`config.mk`:
```
export PLATFORM = sky130hd
export DESIGN_NAME = pipe_hazard_ctrl_flat
export DESIGN_NICKNAME = d
export VERILOG_FILES = /design/src/rtl/pipe_hazard_ctrl_if.sv /design/src/rtl/pipe_hazard_ctrl.sv /design/src/flat_wrapper.sv
export SDC_FILE = /design/constraint.sdc
export NUM_CORES = 1
export LEC_CHECK = 0
export CAP_MARGIN = 25
export CORE_UTILIZATION = 46
export CTS_CLUSTER_SIZE = 20
export DETAILED_ROUTE_END_ITERATION = 10
export PLACE_DENSITY = 0.78
export SYNTH_ARGS = -nofsm -noshare
export SYNTH_HDL_FRONTEND = slang
export SYNTH_SLANG_ARGS = --single-unit
```
`constraint.sdc`:
```
create_clock -name clk -period 3.2 [get_ports clk]
set_clock_uncertainty 0.2 [all_clocks]
set_input_delay 0.64 -clock clk [delete_from_list [all_inputs] [get_ports clk]]
set_output_delay 0.64 -clock clk [all_outputs]
set_load 0.01 [all_outputs]
```
`src/rtl/pipe_hazard_ctrl_if.sv`:
```
`default_nettype none
// ============================================================================
// Module      : pipe_hazard_ctrl_if
// Description : Bundle of the hazard-detection inputs and the pipeline-control
//               outputs exchanged between the 5-stage pipeline and the
//               stall/flush controller.
//               master : pipeline side. It drives the register indices, the
//                        valid bits, the taken-branch flag and the memory
//                        request, and observes the control outputs.
//               slave  : controller side (pipe_hazard_ctrl).
//               The CNT_WIDTH parameter must match the one given to
//               pipe_hazard_ctrl.
// Revision    : 1.0 - initial release
// ============================================================================
interface pipe_hazard_ctrl_if #(
    parameter int CNT_WIDTH = 16
);
    // ID-stage operand usage
    logic [3:0]           id_src1;
    logic                 id_src1_valid;
    logic [3:0]           id_src2;
    logic                 id_two_src;
    // EXE-stage producer
    logic [3:0]           exe_dest;
    logic                 exe_wb_en;
    logic                 exe_mem_read;
    // MEM-stage producer
    logic [3:0]           mem_dest;
    logic                 mem_wb_en;
    // Control-flow and memory events
    logic                 exe_branch_taken;
    logic                 mem_req;
    // Controller outputs
    logic                 freeze_if;
    logic                 flush_if;
    logic                 flush_id;
    logic                 freeze_all;
    logic                 mem_done;
    logic [CNT_WIDTH-1:0] stall_count;
    logic [CNT_WIDTH-1:0] flush_count;

    modport master (
        output id_src1, id_src1_valid, id_src2, id_two_src,
        output exe_dest, exe_wb_en, exe_mem_read,
        output mem_dest, mem_wb_en,
        output exe_branch_taken, mem_req,
        input  freeze_if, flush_if, flush_id, freeze_all, mem_done,
        input  stall_count, flush_count
    );

    modport slave (
        input  id_src1, id_src1_valid, id_src2, id_two_src,
        input  exe_dest, exe_wb_en, exe_mem_read,
        input  mem_dest, mem_wb_en,
        input  exe_branch_taken, mem_req,
        output freeze_if, flush_if, flush_id, freeze_all, mem_done,
        output stall_count, flush_count
    );
endinterface
`default_nettype wire

```
`src/rtl/pipe_hazard_ctrl.sv`:
```
`default_nettype none
// ============================================================================
// Module      : pipe_hazard_ctrl
// Description : Central stall/flush controller for the 5-stage ARM pipeline.
//               - Detects RAW hazards between the instruction in ID and the
//                 producers in EXE and MEM.
//               - Squashes wrong-path fetches on a branch taken in EXE.
//               - Sequences multi-cycle data-memory accesses with a wait-state
//                 FSM (IDLE -> ACCESS -> DONE). The FSM freezes the whole
//                 pipeline for MEM_WAIT_CYCLES cycles per access.
//               - Keeps saturating stall and flush counters for debug.
//               Priority, highest first: memory stall, taken branch, data
//               hazard.
//
// Ports       : clk  - clock, rising edge
//               rst  - asynchronous active-high reset
//               bus  - pipe_hazard_ctrl_if.slave, which carries:
//                      id_src1/id_src1_valid/id_src2/id_two_src (ID operands)
//                      exe_dest/exe_wb_en/exe_mem_read          (EXE producer)
//                      mem_dest/mem_wb_en                       (MEM producer)
//                      exe_branch_taken, mem_req                (events)
//                      freeze_if, flush_if, flush_id, freeze_all, mem_done
//                      stall_count, flush_count                 (perf counters)
//
// Parameters  : MEM_WAIT_CYCLES - frozen cycles per data-memory access
//                                 (0 = single-cycle memory, never stalls)
//               CNT_WIDTH       - width of the performance counters
//
// Build option: HAZARD_FWD_EN - when defined, a forwarding unit is assumed to
//               cover EXE/MEM results, so only a load-use hazard against EXE
//               stalls. When undefined, the design is a full interlock.
//
// Revision    : 1.0 - initial release
// ============================================================================
module pipe_hazard_ctrl #(
    parameter int MEM_WAIT_CYCLES = 4,
    parameter int CNT_WIDTH       = 16
) (
    input  wire logic          clk,
    input  wire logic          rst,
    pipe_hazard_ctrl_if.slave  bus
);

    // ------------------------------------------------------------------------
    // Constants
    // ------------------------------------------------------------------------
    // The wait counter only has to reach MEM_WAIT_CYCLES-1. Keep at least one
    // bit so the degenerate configurations (0/1/2) still elaborate.
    localparam int c_wait_cnt_w = (MEM_WAIT_CYCLES > 2) ? $clog2(MEM_WAIT_CYCLES) : 1;

    localparam logic [c_wait_cnt_w-1:0] c_wait_last =
        c_wait_cnt_w'((MEM_WAIT_CYCLES > 0) ? (MEM_WAIT_CYCLES - 1) : 0);
    localparam logic [c_wait_cnt_w-1:0] c_wait_one  = c_wait_cnt_w'(1);

    localparam logic [CNT_WIDTH-1:0]    c_cnt_max   = {CNT_WIDTH{1'b1}};
    localparam logic [CNT_WIDTH-1:0]    c_cnt_one   = CNT_WIDTH'(1);

    // ------------------------------------------------------------------------
    // Memory wait-state FSM encoding
    // ------------------------------------------------------------------------
    typedef enum logic [1:0] {
        ST_IDLE   = 2'd0,
        ST_ACCESS = 2'd1,
        ST_DONE   = 2'd2
    } state_t;

    state_t                  r_state;
    state_t                  w_next_state;
    logic [c_wait_cnt_w-1:0] r_wait_cnt;
    logic [c_wait_cnt_w-1:0] w_next_wait_cnt;

    // FSM-derived raw outputs (before reset gating)
    logic                    w_fsm_freeze;
    logic                    w_fsm_done;

    // Reset-gated control outputs
    logic                    w_freeze_all;
    logic                    w_mem_done;
    logic                    w_freeze_if;
    logic                    w_flush_if;
    logic                    w_flush_id;

    // Hazard detection
    logic                    w_id_reads_exe;
    logic                    w_id_reads_mem;
    logic                    w_hz_exe;
    logic                    w_hz_mem;
    logic                    w_hazard;
    logic                    w_unused;

    // Performance counters
    logic [CNT_WIDTH-1:0]    r_stall_count;
    logic [CNT_WIDTH-1:0]    r_flush_count;
    logic                    w_stall_inc;
    logic                    w_flush_inc;

    // ------------------------------------------------------------------------
    // RAW hazard detection
    // ------------------------------------------------------------------------
    assign w_id_reads_exe = (bus.id_src1_valid & (bus.id_src1 == bus.exe_dest)) |
                            (bus.id_two_src    & (bus.id_src2 == bus.exe_dest));
    assign w_id_reads_mem = (bus.id_src1_valid & (bus.id_src1 == bus.mem_dest)) |
                            (bus.id_two_src    & (bus.id_src2 == bus.mem_dest));

    assign w_hz_exe = bus.exe_wb_en & w_id_reads_exe;
    assign w_hz_mem = bus.mem_wb_en & w_id_reads_mem;

`ifdef HAZARD_FWD_EN
    // Forwarded results cover every EXE/MEM producer except a load still in
    // EXE, whose data does not exist until the end of MEM.
    assign w_hazard = bus.exe_mem_read & w_hz_exe;
    assign w_unused = w_hz_mem;
`else
    // Full interlock: any pending write to a register that ID reads stalls.
    assign w_hazard = w_hz_exe | w_hz_mem;
    assign w_unused = bus.exe_mem_read;
`endif

    // ------------------------------------------------------------------------
    // Memory FSM: state register
    // ------------------------------------------------------------------------
    always_ff @(posedge clk or posedge rst) begin
        if (rst) begin
            r_state    <= ST_IDLE;
            r_wait_cnt <= '0;
        end else begin
            r_state    <= w_next_state;
            r_wait_cnt <= w_next_wait_cnt;
        end
    end

    // ------------------------------------------------------------------------
    // Memory FSM: next state and raw outputs
    // The IDLE cycle that sees mem_req is itself the first frozen cycle. ACCESS
    // therefore counts from 1 up to MEM_WAIT_CYCLES-1, which gives exactly
    // MEM_WAIT_CYCLES frozen cycles followed by one advancing DONE cycle.
    // ------------------------------------------------------------------------
    always_comb begin
        w_next_state    = r_state;
        w_next_wait_cnt = r_wait_cnt;
        w_fsm_freeze    = 1'b0;
        w_fsm_done      = 1'b0;

        case (r_state)
            ST_IDLE: begin
                if (bus.mem_req) begin
                    if (MEM_WAIT_CYCLES == 0) begin
                        // Single-cycle memory: complete in place, no freeze.
                        w_fsm_done = 1'b1;
                    end else begin
                        w_fsm_freeze = 1'b1;
                        if (MEM_WAIT_CYCLES == 1) begin
                            w_next_state = ST_DONE;
                        end else begin
                            w_next_state    = ST_ACCESS;
                            w_next_wait_cnt = c_wait_one;
                        end
                    end
                end
            end

            ST_ACCESS: begin
                // mem_req is not sampled here: once started, an access
                // always runs to completion.
                w_fsm_freeze = 1'b1;
                if (r_wait_cnt == c_wait_last) begin
                    w_next_state = ST_DONE;
                end else begin
                    w_next_wait_cnt = r_wait_cnt + c_wait_one;
                end
            end

            ST_DONE: begin
                // The pipeline advances this cycle and moves the memory
                // instruction out of MEM. Its mem_req is ignored so that it
                // does not start the access a second time.
                w_fsm_done   = 1'b1;
                w_next_state = ST_IDLE;
            end

            default: begin
                w_next_state = ST_IDLE;
            end
        endcase
    end

    // ------------------------------------------------------------------------
    // Pipeline control with priority: memory stall > branch > hazard.
    // All outputs are forced low while rst is asserted.
    // ------------------------------------------------------------------------
    assign w_freeze_all = w_fsm_freeze & ~rst;
    assign w_mem_done   = w_fsm_done   & ~rst;

    always_comb begin
        w_freeze_if = 1'b0;
        w_flush_if  = 1'b0;
        w_flush_id  = 1'b0;

        if (rst || w_freeze_all) begin
            // Everything holds. A frozen pipeline must not lose the
            // instructions it is holding.
        end else if (bus.exe_branch_taken) begin
            // Wrong-path instructions in IF and ID are discarded. Any hazard
            // the ID instruction raises is therefore irrelevant.
            w_flush_if = 1'b1;
            w_flush_id = 1'b1;
        end else if (w_hazard) begin
            // Hold IF/ID and PC, and push a bubble into EXE.
            w_freeze_if = 1'b1;
            w_flush_id  = 1'b1;
        end
    end

    // ------------------------------------------------------------------------
    // Saturating performance counters
    // ------------------------------------------------------------------------
    assign w_stall_inc = w_freeze_if | w_freeze_all;
    assign w_flush_inc = w_flush_if;

    always_ff @(posedge clk or posedge rst) begin
        if (rst) begin
            r_stall_count <= '0;
        end else if (w_stall_inc && (r_stall_count != c_cnt_max)) begin
            r_stall_count <= r_stall_count + c_cnt_one;
        end
    end

    always_ff @(posedge clk or posedge rst) begin
        if (rst) begin
            r_flush_count <= '0;
        end else if (w_flush_inc && (r_flush_count != c_cnt_max)) begin
            r_flush_count <= r_flush_count + c_cnt_one;
        end
    end

    // ------------------------------------------------------------------------
    // Outputs
    // ------------------------------------------------------------------------
    assign bus.freeze_if   = w_freeze_if;
    assign bus.flush_if    = w_flush_if;
    assign bus.flush_id    = w_flush_id;
    assign bus.freeze_all  = w_freeze_all;
    assign bus.mem_done    = w_mem_done;
    assign bus.stall_count = r_stall_count;
    assign bus.flush_count = r_flush_count;

endmodule
`default_nettype wire

```
`src/flat_wrapper.sv`:
```
// flat-port wrapper written by rule: the top's interface ports become plain ports
module pipe_hazard_ctrl_flat 
#(
    parameter int MEM_WAIT_CYCLES = 4,
    parameter int CNT_WIDTH       = 16
)
  (clk, rst, bus_id_src1, bus_id_src1_valid, bus_id_src2, bus_id_two_src, bus_exe_dest, bus_exe_wb_en, bus_exe_mem_read, bus_mem_dest, bus_mem_wb_en, bus_exe_branch_taken, bus_mem_req, bus_freeze_if, bus_flush_if, bus_flush_id, bus_freeze_all, bus_mem_done, bus_stall_count, bus_flush_count);
  pipe_hazard_ctrl_if #(.CNT_WIDTH(CNT_WIDTH)) bus_i ();
  input  wire logic clk;
  input  wire logic rst;
  input wire logic [$bits(bus_i.id_src1)-1:0] bus_id_src1;
  input wire logic [$bits(bus_i.id_src1_valid)-1:0] bus_id_src1_valid;
  input wire logic [$bits(bus_i.id_src2)-1:0] bus_id_src2;
  input wire logic [$bits(bus_i.id_two_src)-1:0] bus_id_two_src;
  input wire logic [$bits(bus_i.exe_dest)-1:0] bus_exe_dest;
  input wire logic [$bits(bus_i.exe_wb_en)-1:0] bus_exe_wb_en;
  input wire logic [$bits(bus_i.exe_mem_read)-1:0] bus_exe_mem_read;
  input wire logic [$bits(bus_i.mem_dest)-1:0] bus_mem_dest;
  input wire logic [$bits(bus_i.mem_wb_en)-1:0] bus_mem_wb_en;
  input wire logic [$bits(bus_i.exe_branch_taken)-1:0] bus_exe_branch_taken;
  input wire logic [$bits(bus_i.mem_req)-1:0] bus_mem_req;
  output wire logic [$bits(bus_i.freeze_if)-1:0] bus_freeze_if;
  output wire logic [$bits(bus_i.flush_if)-1:0] bus_flush_if;
  output wire logic [$bits(bus_i.flush_id)-1:0] bus_flush_id;
  output wire logic [$bits(bus_i.freeze_all)-1:0] bus_freeze_all;
  output wire logic [$bits(bus_i.mem_done)-1:0] bus_mem_done;
  output wire logic [$bits(bus_i.stall_count)-1:0] bus_stall_count;
  output wire logic [$bits(bus_i.flush_count)-1:0] bus_flush_count;
  assign bus_i.id_src1 = bus_id_src1;
  assign bus_i.id_src1_valid = bus_id_src1_valid;
  assign bus_i.id_src2 = bus_id_src2;
  assign bus_i.id_two_src = bus_id_two_src;
  assign bus_i.exe_dest = bus_exe_dest;
  assign bus_i.exe_wb_en = bus_exe_wb_en;
  assign bus_i.exe_mem_read = bus_exe_mem_read;
  assign bus_i.mem_dest = bus_mem_dest;
  assign bus_i.mem_wb_en = bus_mem_wb_en;
  assign bus_i.exe_branch_taken = bus_exe_branch_taken;
  assign bus_i.mem_req = bus_mem_req;
  assign bus_freeze_if = bus_i.freeze_if;
  assign bus_flush_if = bus_i.flush_if;
  assign bus_flush_id = bus_i.flush_id;
  assign bus_freeze_all = bus_i.freeze_all;
  assign bus_mem_done = bus_i.mem_done;
  assign bus_stall_count = bus_i.stall_count;
  assign bus_flush_count = bus_i.flush_count;
  pipe_hazard_ctrl #(.MEM_WAIT_CYCLES(MEM_WAIT_CYCLES), .CNT_WIDTH(CNT_WIDTH)) u_core (.clk(clk), .rst(rst), .bus(bus_i));
endmodule
```
==> run summary <==
R2r startpoint: u_core.r_state[0]$_DFFE_PP0P_
Max_slew headroom: 67.7%
Worst Max-Slew Pin Slew: 484 ps
Max Cap Violations: 0
Critical Path RT: 2360 ps
Height of the die: 67.8 um
Power Density: 536 nW/um^2
CTS Buf Count: 5
Worst skew pair latency: 290 ps
Syn nets: 212
WP data arrival: 2240 ps
Final wirelength: 4510 um
DR vias: 1700
Global route overflow: 0
Leakage: 0.00125 uW
Vias per cell: 5.48
GR Util All Layers: 21.7%
Pin count of the biggest net entering global routing: 38
TritonCTS Sinks: 36
Remaining DRCs: 0
Hold WC Path Type: flip-flop to flip-flop
Total Power: 1510 uW
Post-synthesis sequential area ratio: 45.3%
Nets: 287
Critical path peak fanout: 2
Worst vdd ir: 0.458 mV
Crit path capture type: output pin
CTS Buffer Depth: 2
ANT nets after route: 0
Ys flop type: dfrtp_1
Setup CP Type: input port to output pin
RSZ-0062 raised after global routing: no
Maximum clock rate: 325 MHz
Final HPWL DP: 3260 um
Synth top area share: 45.3%
Synth cell types: 36
Vias in the first global route: 1642
Core area: 4090 um^2
Hold path start: u_core.bus.flush_count[10]$_DFFE_PP0P_
Synth Instances: 184
Mapped Area: 1990 um^2
P&R area growth vs syn: 41.4%
Final worst-path cycle share: 96.1%
Cell row count: 23
Routability Congestion: 0.714
Crit path time final: 3080 ps
CTS tree: built
DR iter-0 viols: 40
Ranking of synthesized cells by area: dfrtp_1 (45%), xnor2_1 (13%), xor2_1 (4.8%)
Hold Slack: 292 ps
Starting Density: 48.7%
Ys async rst share: 100%
Fin Setup TNS: 0 ps
Layout cells sized above 1: 13.8%
Post-synth top area cell: dfrtp_1
CTS Hold Bufs: 0
CP startpoint: bus_id_src1[1]
Crit start category: input port
Avg Synthesized Cell Area: 10.8 um^2
Ant diodes: 0
First drt pass iteration count: 4
Slew Viols, Final: 0
Routed len/inst: 14.6 um
Die Wd: 67.8 um
Clk slew on worst S/H paths: 70 ps
Final hold vios: 0
Die area: 4590 um^2
First-pass GRT wire length: 7370 um
FILL cells: 317
Outcome: complete, no violations
# H-tree levels: 2
I/O pin total: 62
Ys Warns: 0
Port Buf Inserts: 60
#FFs+latches synth: 36
Initial antenna violation count: 0
Setup Viol. Count Final: 0
CTS Root Cell: clkbuf_8
Post-synth EDFFs: 0
-- power breakdown --
group | internal (uW) | total, uW | switching, uW
Combinational | 296 | 534 | 237
Clock | 172 | 329 | 158
Sequential | 544 | 646 | 102
Total | 1010 | 1510 | 497
-- cell type report --
cell class | instances | area (um^2) | share of cell area [%]
Clock inverter | 2 | 10.0 | 0.356
Inverter | 6 | 22.5 | 0.800
Sequential cell | 36 | 901 | 32.0
Timing Repair Buffer | 73 | 688 | 24.5
Multi-Input combinational cell | 137 | 1050 | 37.2
Clock buffer | 6 | 82.6 | 2.93
Tap cell | 50 | 62.6 | 2.22
-- Yosys cell counts, types with 5 or more instances --
master	number
and2_1	5
inv_1	6
o211ai_1	6
xnor2_1	29
and4_1	6
xor2_1	11
nand4_1	7
nand2_1	8
dfrtp_1	36
and3_1	13
o2111ai_1	7
nor2_1	8
-- cell usage in the layout, fill, tap and decap left out, types with 6 or more instances in the layout --
cell type / n
dfrtp_1: 36
xor2_1: 11
nor2_1: 8
o211ai_1: 6
buf_4: 13
clkbuf_8: 6
nand4_1: 7
and4_1: 6
nand2_1: 8
and3_1: 13
clkdlybuf4s50_1: 48
inv_1: 6
xnor2_1: 29
o2111ai_1: 7
-- cell families (layout without fill, tap and decap cells) --
| kind of cell | after synthesis | after routing | share of synthesized area, % |
|---|---|---|---|
| compound gates | 27 | 27 | 11.3 |
| xor+xnor | 40 | 40 | 17.6 |
| buf+inv | 11 | 87 | 2.58 |
| mux | 4 | 4 | 2.20 |
| flops | 36 | 36 | 45.3 |
| simple gates | 63 | 63 | 19.1 |
| fa+ha+maj | 3 | 3 | 1.89 |
-- registers in the layout, summed over array words and instances (netlist names) --
name / cells
u_core.bus.flush_count: 16
u_core.bus.stall_count: 16
u_core.r_state: 2
u_core.r_wait_cnt: 2
-- critical path: stages --
cell,delay (ps)
clkdlybuf4s15_1,180
inv_1,60
a222oi_1,280
or4b_4,530
a41oi_4,230
nor3b_2,170
buf_2,150
-- path summary, 6_finish.rpt --
kind                                                          endpoint  slack (ps)  depth (start not counted)
worst min-delay path            u_core.bus.flush_count[10]$_DFFE_PP0P_         290                          1
min in group asynchronous        u_core.bus.flush_count[0]$_DFFE_PP0P_         790                          3
max in group asynchronous        u_core.bus.stall_count[4]$_DFFE_PP0P_        1690                          3
worst max-delay path                                     bus_freeze_if         120                          7
worst min register to register  u_core.bus.flush_count[10]$_DFFE_PP0P_         290                          1
worst max register to register   u_core.bus.flush_count[7]$_DFFE_PP0P_         960                          7
-- per-stage QoR --
step                      instances  setup WS [ps]  util (%)  cell area [um^2]
after floorplan                 184           83.2         -              1990
after global placement          302           -610      66.6              2720
after detailed placement        302           -653      66.6              2720
after CTS                       310           18.0      68.6              2800
after global routing            310           8.58      68.9              2810
final                           310            123      68.9              2810
-- repair_timing --
item                       CTS  global route
resized for setup           15            11
buffers inserted             0             0
pin swaps                    2             7
setup endpoints to repair    2             2
-- metal layers --
layer	GRT usage, %	share of wire, %	up-vias
li1	-	-	826
met1	27.1	45	812
met2	35.3	46	60
met3	6.93	8.6	2
met4	7.18	0.62	0
met5	0	0	-
Power figures use the tool's default switching activity.
